File: src/rtl/lsu_mem_stage.sv
// Memory-access stage: runs loads/stores over a req/gnt/rvalid bus, aligns load data,
// and issues one registered writeback result per accepted op.
module lsu_mem_stage #(
    parameter int unsigned TIMEOUT = 256
) (
    input  logic        clk,
    input  logic        reset,
    input  logic        ex_valid,
    output logic        ex_ready,
    input  logic [31:0] ex_result,
    input  logic [31:0] ex_wdata,
    input  logic        ex_load,
    input  logic        ex_store,
    input  logic [2:0]  ex_funct3,
    input  logic [4:0]  ex_rd,
    output logic        mem_req,
    output logic        mem_we,
    output logic [31:0] mem_addr,
    output logic [31:0] mem_wdata,
    output logic [3:0]  mem_wstrb,
    input  logic        mem_gnt,
    input  logic        mem_rvalid,
    input  logic [31:0] mem_rdata,
    output logic        wb_valid,
    output logic [4:0]  wb_rd,
    output logic [31:0] wb_data,
    output logic [1:0]  wb_exc
);

    localparam int unsigned CntW = $clog2(TIMEOUT);
    localparam logic [CntW-1:0] CntLast = CntW'(TIMEOUT - 1);

    typedef enum logic [1:0] {StIdle, StReq, StWait} state_e;

    state_e          state_q, state_d;
    logic [CntW-1:0] cnt_q, cnt_d;
    logic            op_load_q, op_load_d;
    logic [2:0]      op_funct3_q, op_funct3_d;
    logic [1:0]      op_off_q, op_off_d;
    logic [4:0]      op_rd_q, op_rd_d;
    logic            mem_we_q, mem_we_d;
    logic [31:0]     mem_addr_q, mem_addr_d;
    logic [31:0]     mem_wdata_q, mem_wdata_d;
    logic [3:0]      mem_wstrb_q, mem_wstrb_d;
    logic            wb_valid_q, wb_valid_d;
    logic [4:0]      wb_rd_q, wb_rd_d;
    logic [31:0]     wb_data_q, wb_data_d;
    logic [1:0]      wb_exc_q, wb_exc_d;

    logic        is_half, is_word, misaligned;
    logic [31:0] st_wdata;
    logic [3:0]  st_wstrb;
    logic [7:0]  ld_byte;
    logic [15:0] ld_half;
    logic [31:0] ld_data;

    // funct3[1:0]: 00 byte, 01 half, 1x word
    always_comb begin
        is_half    = (ex_funct3[1:0] == 2'b01);
        is_word    = ex_funct3[1];
        misaligned = (is_half & ex_result[0]) | (is_word & (|ex_result[1:0]));
        if (is_word) begin
            st_wdata = ex_wdata;
            st_wstrb = 4'b1111;
        end else if (is_half) begin
            st_wdata = {2{ex_wdata[15:0]}};
            st_wstrb = ex_result[1] ? 4'b1100 : 4'b0011;
        end else begin
            st_wdata = {4{ex_wdata[7:0]}};
            st_wstrb = 4'b0001 << ex_result[1:0];
        end
    end

    always_comb begin
        case (op_off_q)
            2'd0:    ld_byte = mem_rdata[7:0];
            2'd1:    ld_byte = mem_rdata[15:8];
            2'd2:    ld_byte = mem_rdata[23:16];
            default: ld_byte = mem_rdata[31:24];
        endcase
        ld_half = op_off_q[1] ? mem_rdata[31:16] : mem_rdata[15:0];
        case (op_funct3_q)
            3'd0:    ld_data = {{24{ld_byte[7]}}, ld_byte};
            3'd1:    ld_data = {{16{ld_half[15]}}, ld_half};
            3'd4:    ld_data = {24'd0, ld_byte};
            3'd5:    ld_data = {16'd0, ld_half};
            default: ld_data = mem_rdata;
        endcase
    end

    always_comb begin
        state_d     = state_q;
        cnt_d       = cnt_q;
        op_load_d   = op_load_q;
        op_funct3_d = op_funct3_q;
        op_off_d    = op_off_q;
        op_rd_d     = op_rd_q;
        mem_we_d    = mem_we_q;
        mem_addr_d  = mem_addr_q;
        mem_wdata_d = mem_wdata_q;
        mem_wstrb_d = mem_wstrb_q;
        wb_valid_d  = 1'b0;
        wb_rd_d     = 5'd0;
        wb_data_d   = 32'd0;
        wb_exc_d    = 2'd0;
        unique case (state_q)
            StIdle: begin
                if (ex_valid) begin
                    if (!(ex_load || ex_store)) begin
                        wb_valid_d = 1'b1;
                        wb_rd_d    = ex_rd;
                        wb_data_d  = ex_result;
                    end else if (misaligned) begin
                        wb_valid_d = 1'b1;
                        wb_data_d  = ex_result;
                        wb_exc_d   = 2'd1;
                    end else begin
                        op_load_d   = ex_load;
                        op_funct3_d = ex_funct3;
                        op_off_d    = ex_result[1:0];
                        op_rd_d     = ex_rd;
                        mem_we_d    = ex_store;
                        mem_addr_d  = {ex_result[31:2], 2'b00};
                        mem_wdata_d = st_wdata;
                        mem_wstrb_d = st_wstrb;
                        state_d     = StReq;
                    end
                end
            end
            StReq: begin
                if (mem_gnt) begin
                    cnt_d = '0;
                    // Response in the grant cycle completes the op directly.
                    if (mem_rvalid) begin
                        wb_valid_d = 1'b1;
                        wb_rd_d    = op_load_q ? op_rd_q : 5'd0;
                        wb_data_d  = op_load_q ? ld_data : 32'd0;
                        state_d    = StIdle;
                    end else begin
                        state_d = StWait;
                    end
                end
            end
            StWait: begin
                if (mem_rvalid) begin
                    wb_valid_d = 1'b1;
                    wb_rd_d    = op_load_q ? op_rd_q : 5'd0;
                    wb_data_d  = op_load_q ? ld_data : 32'd0;
                    state_d    = StIdle;
                end else if (cnt_q == CntLast) begin
                    wb_valid_d = 1'b1;
                    wb_exc_d   = 2'd2;
                    state_d    = StIdle;
                end else begin
                    cnt_d = cnt_q + 1'b1;
                end
            end
            default: state_d = StIdle;
        endcase
    end

    always_ff @(posedge clk) begin
        if (reset) begin
            state_q     <= StIdle;
            cnt_q       <= '0;
            op_load_q   <= 1'b0;
            op_funct3_q <= 3'd0;
            op_off_q    <= 2'd0;
            op_rd_q     <= 5'd0;
            mem_we_q    <= 1'b0;
            mem_addr_q  <= 32'd0;
            mem_wdata_q <= 32'd0;
            mem_wstrb_q <= 4'd0;
            wb_valid_q  <= 1'b0;
            wb_rd_q     <= 5'd0;
            wb_data_q   <= 32'd0;
            wb_exc_q    <= 2'd0;
        end else begin
            state_q     <= state_d;
            cnt_q       <= cnt_d;
            op_load_q   <= op_load_d;
            op_funct3_q <= op_funct3_d;
            op_off_q    <= op_off_d;
            op_rd_q     <= op_rd_d;
            mem_we_q    <= mem_we_d;
            mem_addr_q  <= mem_addr_d;
            mem_wdata_q <= mem_wdata_d;
            mem_wstrb_q <= mem_wstrb_d;
            wb_valid_q  <= wb_valid_d;
            wb_rd_q     <= wb_rd_d;
            wb_data_q   <= wb_data_d;
            wb_exc_q    <= wb_exc_d;
        end
    end

    assign ex_ready  = (state_q == StIdle);
    assign mem_req   = (state_q == StReq);
    assign mem_we    = mem_we_q;
    assign mem_addr  = mem_addr_q;
    assign mem_wdata = mem_wdata_q;
    assign mem_wstrb = mem_wstrb_q;
    assign wb_valid  = wb_valid_q;
    assign wb_rd     = wb_rd_q;
    assign wb_data   = wb_data_q;
    assign wb_exc    = wb_exc_q;

endmodule

File: config.mk
export PLATFORM = sky130hd
export DESIGN_NAME = lsu_mem_stage
export DESIGN_NICKNAME = d
export VERILOG_FILES = /design/src/rtl/lsu_mem_stage.sv
export SDC_FILE = /design/constraint.sdc
export NUM_CORES = 1
export LEC_CHECK = 0
export BUFFER_PORTS_ARGS = -buffer_cell sky130_fd_sc_hd__buf_4
export CAP_MARGIN = 20
export CORE_MARGIN = 10
export CORE_UTILIZATION = 54
export CTS_BUF_LIST = sky130_fd_sc_hd__clkbuf_8
export DETAILED_ROUTE_END_ITERATION = 10
export PLACE_DENSITY = 0.88
export SLEW_MARGIN = 5
export SYNTH_ARGS = -nofsm -noshare
export SYNTH_HDL_FRONTEND = slang
export SYNTH_SLANG_ARGS = --single-unit
File: constraint.sdc
create_clock -name clk -period 4.52 [get_ports clk]
set_clock_uncertainty 0.1 [all_clocks]
set_input_delay 0.226 -clock clk [delete_from_list [all_inputs] [get_ports clk]]
set_output_delay 0.226 -clock clk [all_outputs]
set_load 0.01 [all_outputs]
==> flow_summary.ini, run 1 <==
[cells_and_area]
areaGrowthSynthToFinish_pct = 48.8
finish.instance_area_mm2 = 0.00810
ff_latch_area_mm2 = 0.00256
area_used_by_multi_input_combinational_logic_mm2 = 0.00253
layout-drive-gt1-share_pct = 33.4
number_of_fill_cells = 545
nets = 990

[timing]
final_hold_viol_count = 0
holdWs_ns = 0.0230
finalCritPeriodShare_pct = 68.2
max_freq_mhz = 324
fin_tns_setup_ns = 0
rsz_0062_raised_after_global_routing = false
setup_viol_count_final = 0
report.final.slew_viol_count = 0
maxSlewHeadroom_pct = 41.9
final.min_clock_period_ns = 3.08
tightestPinTransition_ns = 0.866

[floorplan]
floorplan.rows = 36
floorplan.core_area_mm2 = 0.00977
floorplan.die.width_um = 120
die-height_um = 120
fp.dieArea_mm2 = 0.0145
floorplan.io_pins = 222
initial_utilization_pct = 55.7

[detailed_routing]
routed_wl_um = 22300
drtIter0Drc = 720
routed_via_density = 5.93
drtPass1Iterations = 5
vias = 6056
antenna_left = 0
routedWlPerCell_um = 21.8
count_of_unresolved_drc_violations_after_routing = 0

[setup_path]
cp_slowest_cell = sky130_fd_sc_hd__nor4_4
start_kind = primary input
crit_cells = 6
reg2reg_depth = 5
crit_family = buffers and inverters
critical_path_class = in -> reg
cp_data_required_time_ns = 4.79
crit_path_max_fanout = 85
worst_path_cell_chain = buf_4 > inv_1 > o2111ai_4 > nor4_4 > a221o_1 > dlygate4sd3_1
max_stage_delay_ns = 0.84
critical_path_buf_inv_count = 3
worst_ep_arrival_time_ns = 3.36
critical_path_end_type = register

[clocking]
cts-resized-gates = 0
cts-buffers-inserted = 17
ctsLongestPathBuffers = 2
cts.clk_slew.worst_paths_ns = 0.07
tritoncts_num_sinks = 128
cts.root.buffer_cell = sky130_fd_sc_hd__clkbuf_8
clock_tree_from_tritoncts = built
clk_lat_worst_skew_ns = 0.43
postCtsSetupBuffers = 0
postCtsHoldBufs = 70
cts-htree-levels = 4

[place]
globalplace.congestion = 0.869
placedInstanceArea_mm2 = 0.00703
placement.io_buffers = 219
post-dp-hpwl_um = 14400

[synthesis]
most_repeated_cell_in_the_gate_level_netlist_after_synthesis = sky130_fd_sc_hd__dfxtp_1
netlist.top_cell.by_area = sky130_fd_sc_hd__dfxtp_1
synth_top_area_share_pct = 47.1
yosysSeqAreaShare_pct = 47.1
syn-instance-count = 616
syn-mean-instance-area_um2 = 8.83
ys_top_cells_by_count = 128 x sky130_fd_sc_hd__dfxtp_1, 122 x sky130_fd_sc_hd__nand2_1, 60 x sky130_fd_sc_hd__a21oi_1
yosys_most_used_dff = sky130_fd_sc_hd__dfxtp_1
synthTopCellsByArea = sky130_fd_sc_hd__dfxtp_1 47%, sky130_fd_sc_hd__nand2_1 8.4%, sky130_fd_sc_hd__a21oi_1 5.5%, sky130_fd_sc_hd__a211oi_1 2.8%, sky130_fd_sc_hd__a2111oi_0 2.6%
yosys_warnings = 0
cell_area_synth_mm2 = 0.00544
async_flop_share_pct = 0
synth_seq_cells = 128
number_of_synthesized_flops_with_an_enable_pin = 0
synthDistinctLibCells = 60

[power]
cellLeakagePower_nw = 3.59
pwr_density_cell_mw_per_mm2 = 319
ir_worst_vdd_mv = 0.206

[worst_hold_path]
worstHoldPathType = in -> reg
hold_path_depth = 3

[grt]
initial_antenna_violation_count = 1
grt_use_total_pct = 29.8
globalRoute.totalOverflow = 0
grt_pass1_wl_um = 34500
number_of_global_route_vias_before_repair = 6271
maximum_number_of_pins_on_one_net_before_global_route_repair = 86

[flow_run]
drv_cap = 0

[run_status]
outcome = complete, no violations
state kept, by name, indices dropped and copies added (netlist names):
register	count
mem_wdata	32
wb_data	32
mem_addr	30
cnt_q	8
op_rd_q	5
wb_rd	5
mem_wstrb	4
op_funct3_q	3
op_off_q	2
state_q	2
wb_exc	2
mem_we	1
op_load_q	1
wb_valid	1
final cells by class:
class                      instances  area share (%)
tap                              133            2.06
multi-input combinational        411            31.2
timing repair buffer             292            29.2
sequential                       128            31.6
clock buffer                      22            3.74
clock inverter                     7           0.773
antenna                            1          0.0309
inverter                          28            1.30
routing by layer:
layer	wire length [um]	global-route usage [%]
met1	8040	31.4
met2	10800	50.5
met3	2080	9.59
met4	1360	18.8
met5	0	0
metrics by stage:
step	cells	utilization (%)	worst slack, ns	total power, mW
3_5_place_dp	922	71.9	1.68	1.62
4_1_cts	1021	82.8	1.60	2.56
5_1_grt	1022	82.8	1.26	2.67
3_3_place_gp	922	71.9	1.75	1.61
2_1_floorplan	617	-	2.68	1.41
6_report	1022	82.8	1.44	2.59
cell families after synthesis:
| family | Yosys count | synth area share, % |
|---|---|---|
| AOI/OAI and AO/OA | 181 | 24.3 |
| muxes | 19 | 3.93 |
| other | 1 | 0.0689 |
| adders and majority gates | 1 | 0.230 |
| buffers and inverters | 78 | 6.55 |
| DFF | 128 | 47.1 |
| xor gates and xnor gates | 2 | 0.322 |
| and+or+nand+nor | 206 | 17.5 |
cells in the final DEF, fill, tap and decap left out, types with 10 or more instances in the layout:
| cell type | count |
|---|---|
| sky130_fd_sc_hd__buf_4 | 222 |
| sky130_fd_sc_hd__dfxtp_1 | 128 |
| sky130_fd_sc_hd__nand2_1 | 122 |
| sky130_fd_sc_hd__dlygate4sd3_1 | 70 |
| sky130_fd_sc_hd__a21oi_1 | 60 |
| sky130_fd_sc_hd__nor2_1 | 34 |
| sky130_fd_sc_hd__inv_1 | 30 |
| sky130_fd_sc_hd__clkbuf_8 | 22 |
| sky130_fd_sc_hd__a211oi_1 | 20 |
| sky130_fd_sc_hd__a2111oi_0 | 16 |
| sky130_fd_sc_hd__a31o_2 | 16 |
| sky130_fd_sc_hd__a221o_1 | 10 |
worst register-to-register path, stage by stage (launching register included):
cell	delay, ns
sky130_fd_sc_hd__dfxtp_1	0.51
sky130_fd_sc_hd__and3b_1	0.39
sky130_fd_sc_hd__o2111ai_4	0.31
sky130_fd_sc_hd__nor4_4	0.84
sky130_fd_sc_hd__a221o_1	0.25
sky130_fd_sc_hd__dlygate4sd3_1	0.59
worst paths after layout:
kind	start	to	slack (ns)
worst min register to register	mem_addr[4]	mem_addr[4]	0.36
worst max-delay path	reset	wb_data[24]	1.44
worst min-delay path	mem_rdata[1]	wb_data[1]	0.02
worst max register to register	state_q[0]	wb_data[24]	1.49
where the power goes:
part | internal (mW) | total [mW] | switching, mW
Sequential | 1.18 | 1.22 | 0.0374
Combinational | 0.220 | 0.443 | 0.222
Clock | 0.493 | 0.927 | 0.434
Total | 1.89 | 2.59 | 0.693
No activity file was read; power rests on OpenSTA's default activity.
==> inputs of run 2 (changes only) <==
- CORE_UTILIZATION: 54 -> 45
- PLACE_DENSITY: 0.88 -> 0.78
- clock period: 4.52 -> 2.6 ns (I/O delays scaled with it)
==> run 2 against run 1 <==
Compared with the run above: critical path depth is 1 higher; clock power rose by 95%; worst hold slack gained 0.021 ns; sequential power rose by 72%; final area is 4.8% higher; first-iteration DRC count down 43%; non-clock buffer count is 33 higher; final cell count is 4.9% higher; sequential cell count unchanged; count of clock-buffer cells in the layout is 2 lower; routed wire length fell by 3.2%; largest power group unchanged.
==> flow_summary.ini, run 2 (synthesized netlist as in run 1, its figures left out) <==
[floorplan]
fp.dieArea_mm2 = 0.0169
floorplan.die.width_um = 130
floorplan.core_area_mm2 = 0.0119
die-height_um = 130
floorplan.rows = 40
floorplan.io_pins = 222
initial_utilization_pct = 45.7

[grt]
number_of_global_route_vias_before_repair = 6104
grt_use_total_pct = 25.0
globalRoute.totalOverflow = 0
maximum_number_of_pins_on_one_net_before_global_route_repair = 64
grt_pass1_wl_um = 33000
initial_antenna_violation_count = 1

[setup_path]
critical_path_end_type = register
cp_data_required_time_ns = 2.85
cp_slowest_cell = sky130_fd_sc_hd__dlygate4sd3_1
crit_path_max_fanout = 13
path_common_cell = sky130_fd_sc_hd__buf_4
worst_r2r_startpoint = op_off_q[1]
reg2reg_slack_ns = 0.08
reg2reg_depth = 7
max_stage_delay_ns = 0.57
critical_path_class = reg -> reg
r2r_end = wb_data[26]
worst_ep_arrival_time_ns = 2.78
worst_path_cell_chain = buf_4 > mux2_2 > mux2i_1 > nor4_4 > buf_4 > a221o_1 > dlygate4sd3_1
start_kind = register

[cells_and_area]
layout-drive-gt1-share_pct = 33.7
areaGrowthSynthToFinish_pct = 55.9
mostFrequentLayoutCell = sky130_fd_sc_hd__buf_4
layout.cells.most_common_list = 231 x sky130_fd_sc_hd__buf_4, 128 x sky130_fd_sc_hd__dfxtp_1, 122 x sky130_fd_sc_hd__nand2_1
nets = 1023

[detailed_routing]
routed_via_density = 5.61
antenna_left = 0
vias = 6019
routedWlPerCell_um = 20.1
drtPass1Iterations = 5
count_of_unresolved_drc_violations_after_routing = 0
drtIter0Drc = 413
routed_wl_um = 21600

[place]
globalplace.congestion = 0.858
placement.io_buffers = 219
post-dp-hpwl_um = 14400

[timing]
maxSlewHeadroom_pct = 54.9
tightestPinTransition_ns = 0.675
final_hold_viol_count = 0
holdWs_ns = 0.0438
finalCritPeriodShare_pct = 97.1
setup_viol_count_final = 0
final.min_clock_period_ns = 2.52
max_freq_mhz = 396
rsz_0062_raised_after_global_routing = false
report.final.slew_viol_count = 0
fin_tns_setup_ns = 0

[clocking]
ctsLongestPathBuffers = 2
cts-buffers-inserted = 17
cts.clk_slew.worst_paths_ns = 0.08
tritoncts_num_sinks = 128
clock_tree_from_tritoncts = built
cts-htree-levels = 4
clk_lat_worst_skew_ns = 0.46
cts.root.buffer_cell = sky130_fd_sc_hd__clkbuf_8

[run_status]
outcome = complete, no violations

[worst_hold_path]
hold_start = mem_rdata[14]
hold_path_depth = 4
worstHoldPathType = in -> reg
worst_hold_path_ep = wb_data[14]

[power]
p_clk_share_pct = 38.4
combPwrFrac_pct = 17.1
power_switching_share_pct = 26.5
pwr_density_cell_mw_per_mm2 = 557
ir_worst_vdd_mv = 0.422
net-switching-power_mw = 1.25
seq_power_share_pct = 44.5
cellLeakagePower_nw = 3.78
internal_power_mw = 3.47

[flow_run]
drv_cap = 0
## run 2: changes by cell type in the layout (fill, tap and decap cells not counted), moves of 2 or more
cell                            before  now
sky130_fd_sc_hd__bufinv_16           1    3
sky130_fd_sc_hd__dlygate4sd3_1      70   92
sky130_fd_sc_hd__buf_4             222  231
sky130_fd_sc_hd__clkbuf_8           22   20
sky130_fd_sc_hd__clkinv_2            2    4
## run 2: power by group through the flow
stage	clock network (mW)	logic, mW	registers [mW]
final	1.81	0.809	2.10
after global routing	1.92	0.868	2.11
after CTS	1.82	0.788	2.10
after detailed placement	0	0.681	2.14
after global placement	0	0.667	2.14
after floorplan	0	0.284	2.17
## run 2: metal layers
metal / GRT usage [%] / vias up / routed length [um]
li1: - / 2782 / -
met4: 12.6 / 0 / 892
met1: 26.8 / 2799 / 7880
met3: 10.1 / 73 / 2380
met2: 41.7 / 365 / 10400
met5: 0 / - / 0
## run 2: area by class of cell
| class | count | area, um^2 |
|---|---|---|
| Timing Repair Buffer | 325 | 2690 |
| Antenna cell | 1 | 2.50 |
| Tap cell | 147 | 184 |
| Clock buffer | 20 | 275 |
| Clock inverter | 12 | 141 |
| Fill cell | 884 | 3430 |
| Sequential cell | 128 | 2560 |
| Inverter | 28 | 105 |
| Multi-Input combinational cell | 411 | 2530 |
## run 2: how the worst max path moves through the flow
stage	startpoint	end	slack, ns	cells after the start
after floorplan	state_q[1]	wb_data[22]	0.76	7
after global placement	state_q[1]	mem_wdata[14]	0.54	5
after detailed placement	state_q[1]	mem_wdata[14]	0.40	5
after CTS	state_q[1]	wb_data[31]	0.02	6
after global routing	op_off_q[1]	wb_data[26]	0.01	7
final	op_off_q[1]	wb_data[26]	0.08	7
## run 2: metrics by stage
step	utilization [%]	instances	area [um^2]	setup WS, ns	power [mW]
6_report	71.2	1072	8480	0.0752	4.73
5_1_grt	71.2	1072	8480	0.0146	4.90
3_5_place_dp	59.8	945	7130	0.400	2.83
2_1_floorplan	-	617	5450	0.758	2.45
3_3_place_gp	59.8	945	7130	0.540	2.81
4_1_cts	71.1	1069	8460	0.0177	4.71
## run 2: worst max-delay path, delay by kind of cell, from the launching register on
kind | cells | cell delay [ns]
AOI/OAI and AO/OA | 1 | 0.28
buffers and inverters | 3 | 0.99
DFF | 1 | 0.36
muxes | 2 | 0.63
and+or+nand+nor | 1 | 0.05
## run 2: repair_timing
item | 4_1_cts | 5_1_grt
resized for setup | 0 | 1
buffers inserted | 0 | 2
setup endpoints to repair | 0 | 8
hold buffers | 92 | 0
hold endpoints to repair | 103 | 0
==> inputs of run 3 (changes only) <==
- clock period: 2.6 -> 2.2 ns (I/O delays scaled with it)
==> run 3 against run 2 <==
Compared with the run above: first-iteration DRC count increased by 1.2%; register-to-register slack improved by 0.07 ns; count of clock-buffer cells in the layout decreased by 2; combinational power rose by 21%; utilization grew 1.3 points; power up 26%; critical path depth decreased by 1; final area up 1.8%; sequential power grew 19%; fmax increased by 23%; via count down 0.17%; final cell count rose by 0.56%.
==> flow_summary.ini, run 3 (synthesized netlist as in run 1, its figures left out) <==
[clocking]
cts.root.buffer_cell = sky130_fd_sc_hd__clkbuf_8
cts-buffers-inserted = 17
ctsLongestPathBuffers = 2
tritoncts_num_sinks = 128
cts-htree-levels = 4
cts.clk_slew.worst_paths_ns = 0.07
clk_lat_worst_skew_ns = 0.44
clock_tree_from_tritoncts = built

[grt]
maximum_number_of_pins_on_one_net_before_global_route_repair = 52
grt_pass1_wl_um = 33100
globalRoute.totalOverflow = 0
initial_antenna_violation_count = 0
grt_use_total_pct = 24.9
number_of_global_route_vias_before_repair = 6120

[setup_path]
start_kind = register
worst_ep_arrival_time_ns = 2.29
cp_data_required_time_ns = 2.43
max_stage_delay_ns = 0.44
critical_path_class = reg -> reg
r2r_end = wb_data[21]
reg2reg_slack_ns = 0.14
crit_path_max_fanout = 16
worst_r2r_startpoint = op_off_q[1]
critical_path_end_type = register
cp_slowest_cell = sky130_fd_sc_hd__dfxtp_1
worst_path_cell_chain = buf_4 > mux2_2 > mux2i_1 > nor4_4 > buf_12 > a221o_2
reg2reg_depth = 6

[power]
ir_worst_vdd_mv = 0.400
power_switching_share_pct = 25.6
internal_power_mw = 4.42
seq_power_share_pct = 41.9
p_clk_share_pct = 41.6
pwr_density_cell_mw_per_mm2 = 688
net-switching-power_mw = 1.52
combPwrFrac_pct = 16.5
cellLeakagePower_nw = 3.78

[run_status]
outcome = complete, no violations

[timing]
rsz_0062_raised_after_global_routing = false
holdWs_ns = 0.0110
tightestPinTransition_ns = 0.703
fin_tns_setup_ns = 0
max_freq_mhz = 486
final.min_clock_period_ns = 2.06
report.final.slew_viol_count = 0
setup_viol_count_final = 0
finalCritPeriodShare_pct = 93.6
final_hold_viol_count = 0
maxSlewHeadroom_pct = 53.1

[worst_hold_path]
hold_start = ex_wdata[18]
worst_hold_path_ep = mem_wdata[18]
hold_path_depth = 3
worstHoldPathType = in -> reg

[floorplan]
floorplan.io_pins = 222
fp.dieArea_mm2 = 0.0169
floorplan.rows = 40
initial_utilization_pct = 45.7
floorplan.core_area_mm2 = 0.0119
floorplan.die.width_um = 130
die-height_um = 130

[detailed_routing]
routed_via_density = 5.57
routed_wl_um = 21500
count_of_unresolved_drc_violations_after_routing = 0
vias = 6009
drtIter0Drc = 418
antenna_left = 0
drtPass1Iterations = 5
routedWlPerCell_um = 20.0

[cells_and_area]
mostFrequentLayoutCell = sky130_fd_sc_hd__buf_4
areaGrowthSynthToFinish_pct = 58.8
layout-drive-gt1-share_pct = 34.4
layout.cells.most_common_list = 235 x sky130_fd_sc_hd__buf_4, 128 x sky130_fd_sc_hd__dfxtp_1, 122 x sky130_fd_sc_hd__nand2_1
nets = 1029

[flow_run]
drv_cap = 0

[place]
placement.io_buffers = 219
globalplace.congestion = 0.902
post-dp-hpwl_um = 14700
==> run 3: cell types whose count changed in the layout (fill, tap and decap cells not counted) <==
cell	previous run	this run
sky130_fd_sc_hd__buf_4	231	235
sky130_fd_sc_hd__clkinv_2	4	2
sky130_fd_sc_hd__a2111oi_1	0	1
sky130_fd_sc_hd__a2111oi_0	16	14
sky130_fd_sc_hd__clkbuf_8	20	18
sky130_fd_sc_hd__inv_1	30	28
sky130_fd_sc_hd__clkinv_4	1	2
sky130_fd_sc_hd__buf_6	1	0
sky130_fd_sc_hd__bufinv_16	3	6
sky130_fd_sc_hd__a2111oi_2	0	1
sky130_fd_sc_hd__clkinvlp_4	2	4
sky130_fd_sc_hd__buf_12	1	4
==> run 3: how the worst max path moves through the flow <==
stage / start / to / slack, ns / cells after the start
final: op_off_q[1] / wb_data[21] / 0.14 / 6
after global routing: state_q[1] / mem_wdata[25] / 0.01 / 5
after CTS: state_q[1] / mem_wdata[8] / 0.07 / 5
after detailed placement: state_q[1] / wb_data[21] / 0.13 / 5
after global placement: state_q[1] / wb_data[19] / 0.20 / 5
after floorplan: state_q[1] / wb_data[22] / 0.36 / 7
==> run 3: final cells by class <==
| cell class | count | area (um^2) |
|---|---|---|
| clock buffer | 18 | 248 |
| tap | 147 | 184 |
| sequential | 128 | 2560 |
| inverter | 28 | 105 |
| clock inverter | 14 | 238 |
| timing repair buffer | 331 | 2770 |
| fill | 832 | 3270 |
| antenna | 1 | 2.50 |
| multi-input combinational | 411 | 2530 |
==> run 3: stage by stage <==
| stage | setup WS, ns | area [um^2] | cells | utilization (%) | power (mW) |
|---|---|---|---|---|---|
| finish | 0.142 | 8640 | 1078 | 72.5 | 5.94 |
| global route | 0.0146 | 8640 | 1077 | 72.5 | 6.15 |
| CTS | 0.0683 | 8610 | 1076 | 72.3 | 5.93 |
| detailed placement | 0.133 | 7200 | 952 | 60.5 | 3.36 |
| global placement | 0.197 | 7200 | 952 | 60.5 | 3.33 |
| floorplan | 0.358 | 5450 | 617 | - | 2.90 |
==> run 3: what timing repair did <==
item	CTS	global route
setup endpoints to repair	0	3
buffers inserted	0	1
resized for setup	0	3
endpoints found under the hold margin	103	0
hold buffers	92	0
==> run 3: worst max-delay path, delay by kind of cell (launching register included) <==
family                 cells  cell delay [ns]
multiplexers               2             0.63
flip-flops                 1             0.44
buffers and inverters      2             0.41
AO/OA/AOI/OAI              1             0.30
AND/OR/NAND/NOR            1             0.07
==> run 3: power by group through the flow <==
stage	sequential (mW)	clock, mW	combinational, mW
after detailed placement	2.53	0	0.823
final	2.49	2.47	0.982
after floorplan	2.56	0	0.336
after global routing	2.49	2.60	1.05
after CTS	2.48	2.49	0.961
after global placement	2.53	0	0.805
==> run 3: metal layers <==
layer | wire length, um | vias up | track usage [%] | part of all wire (%)
met1 | 8190 | 2836 | 28.0 | 38
met5 | 0 | - | 0 | 0
met4 | 843 | 0 | 11.3 | 3.9
met2 | 10500 | 319 | 41.9 | 49
li1 | - | 2790 | - | -
met3 | 2050 | 64 | 8.68 | 9.5
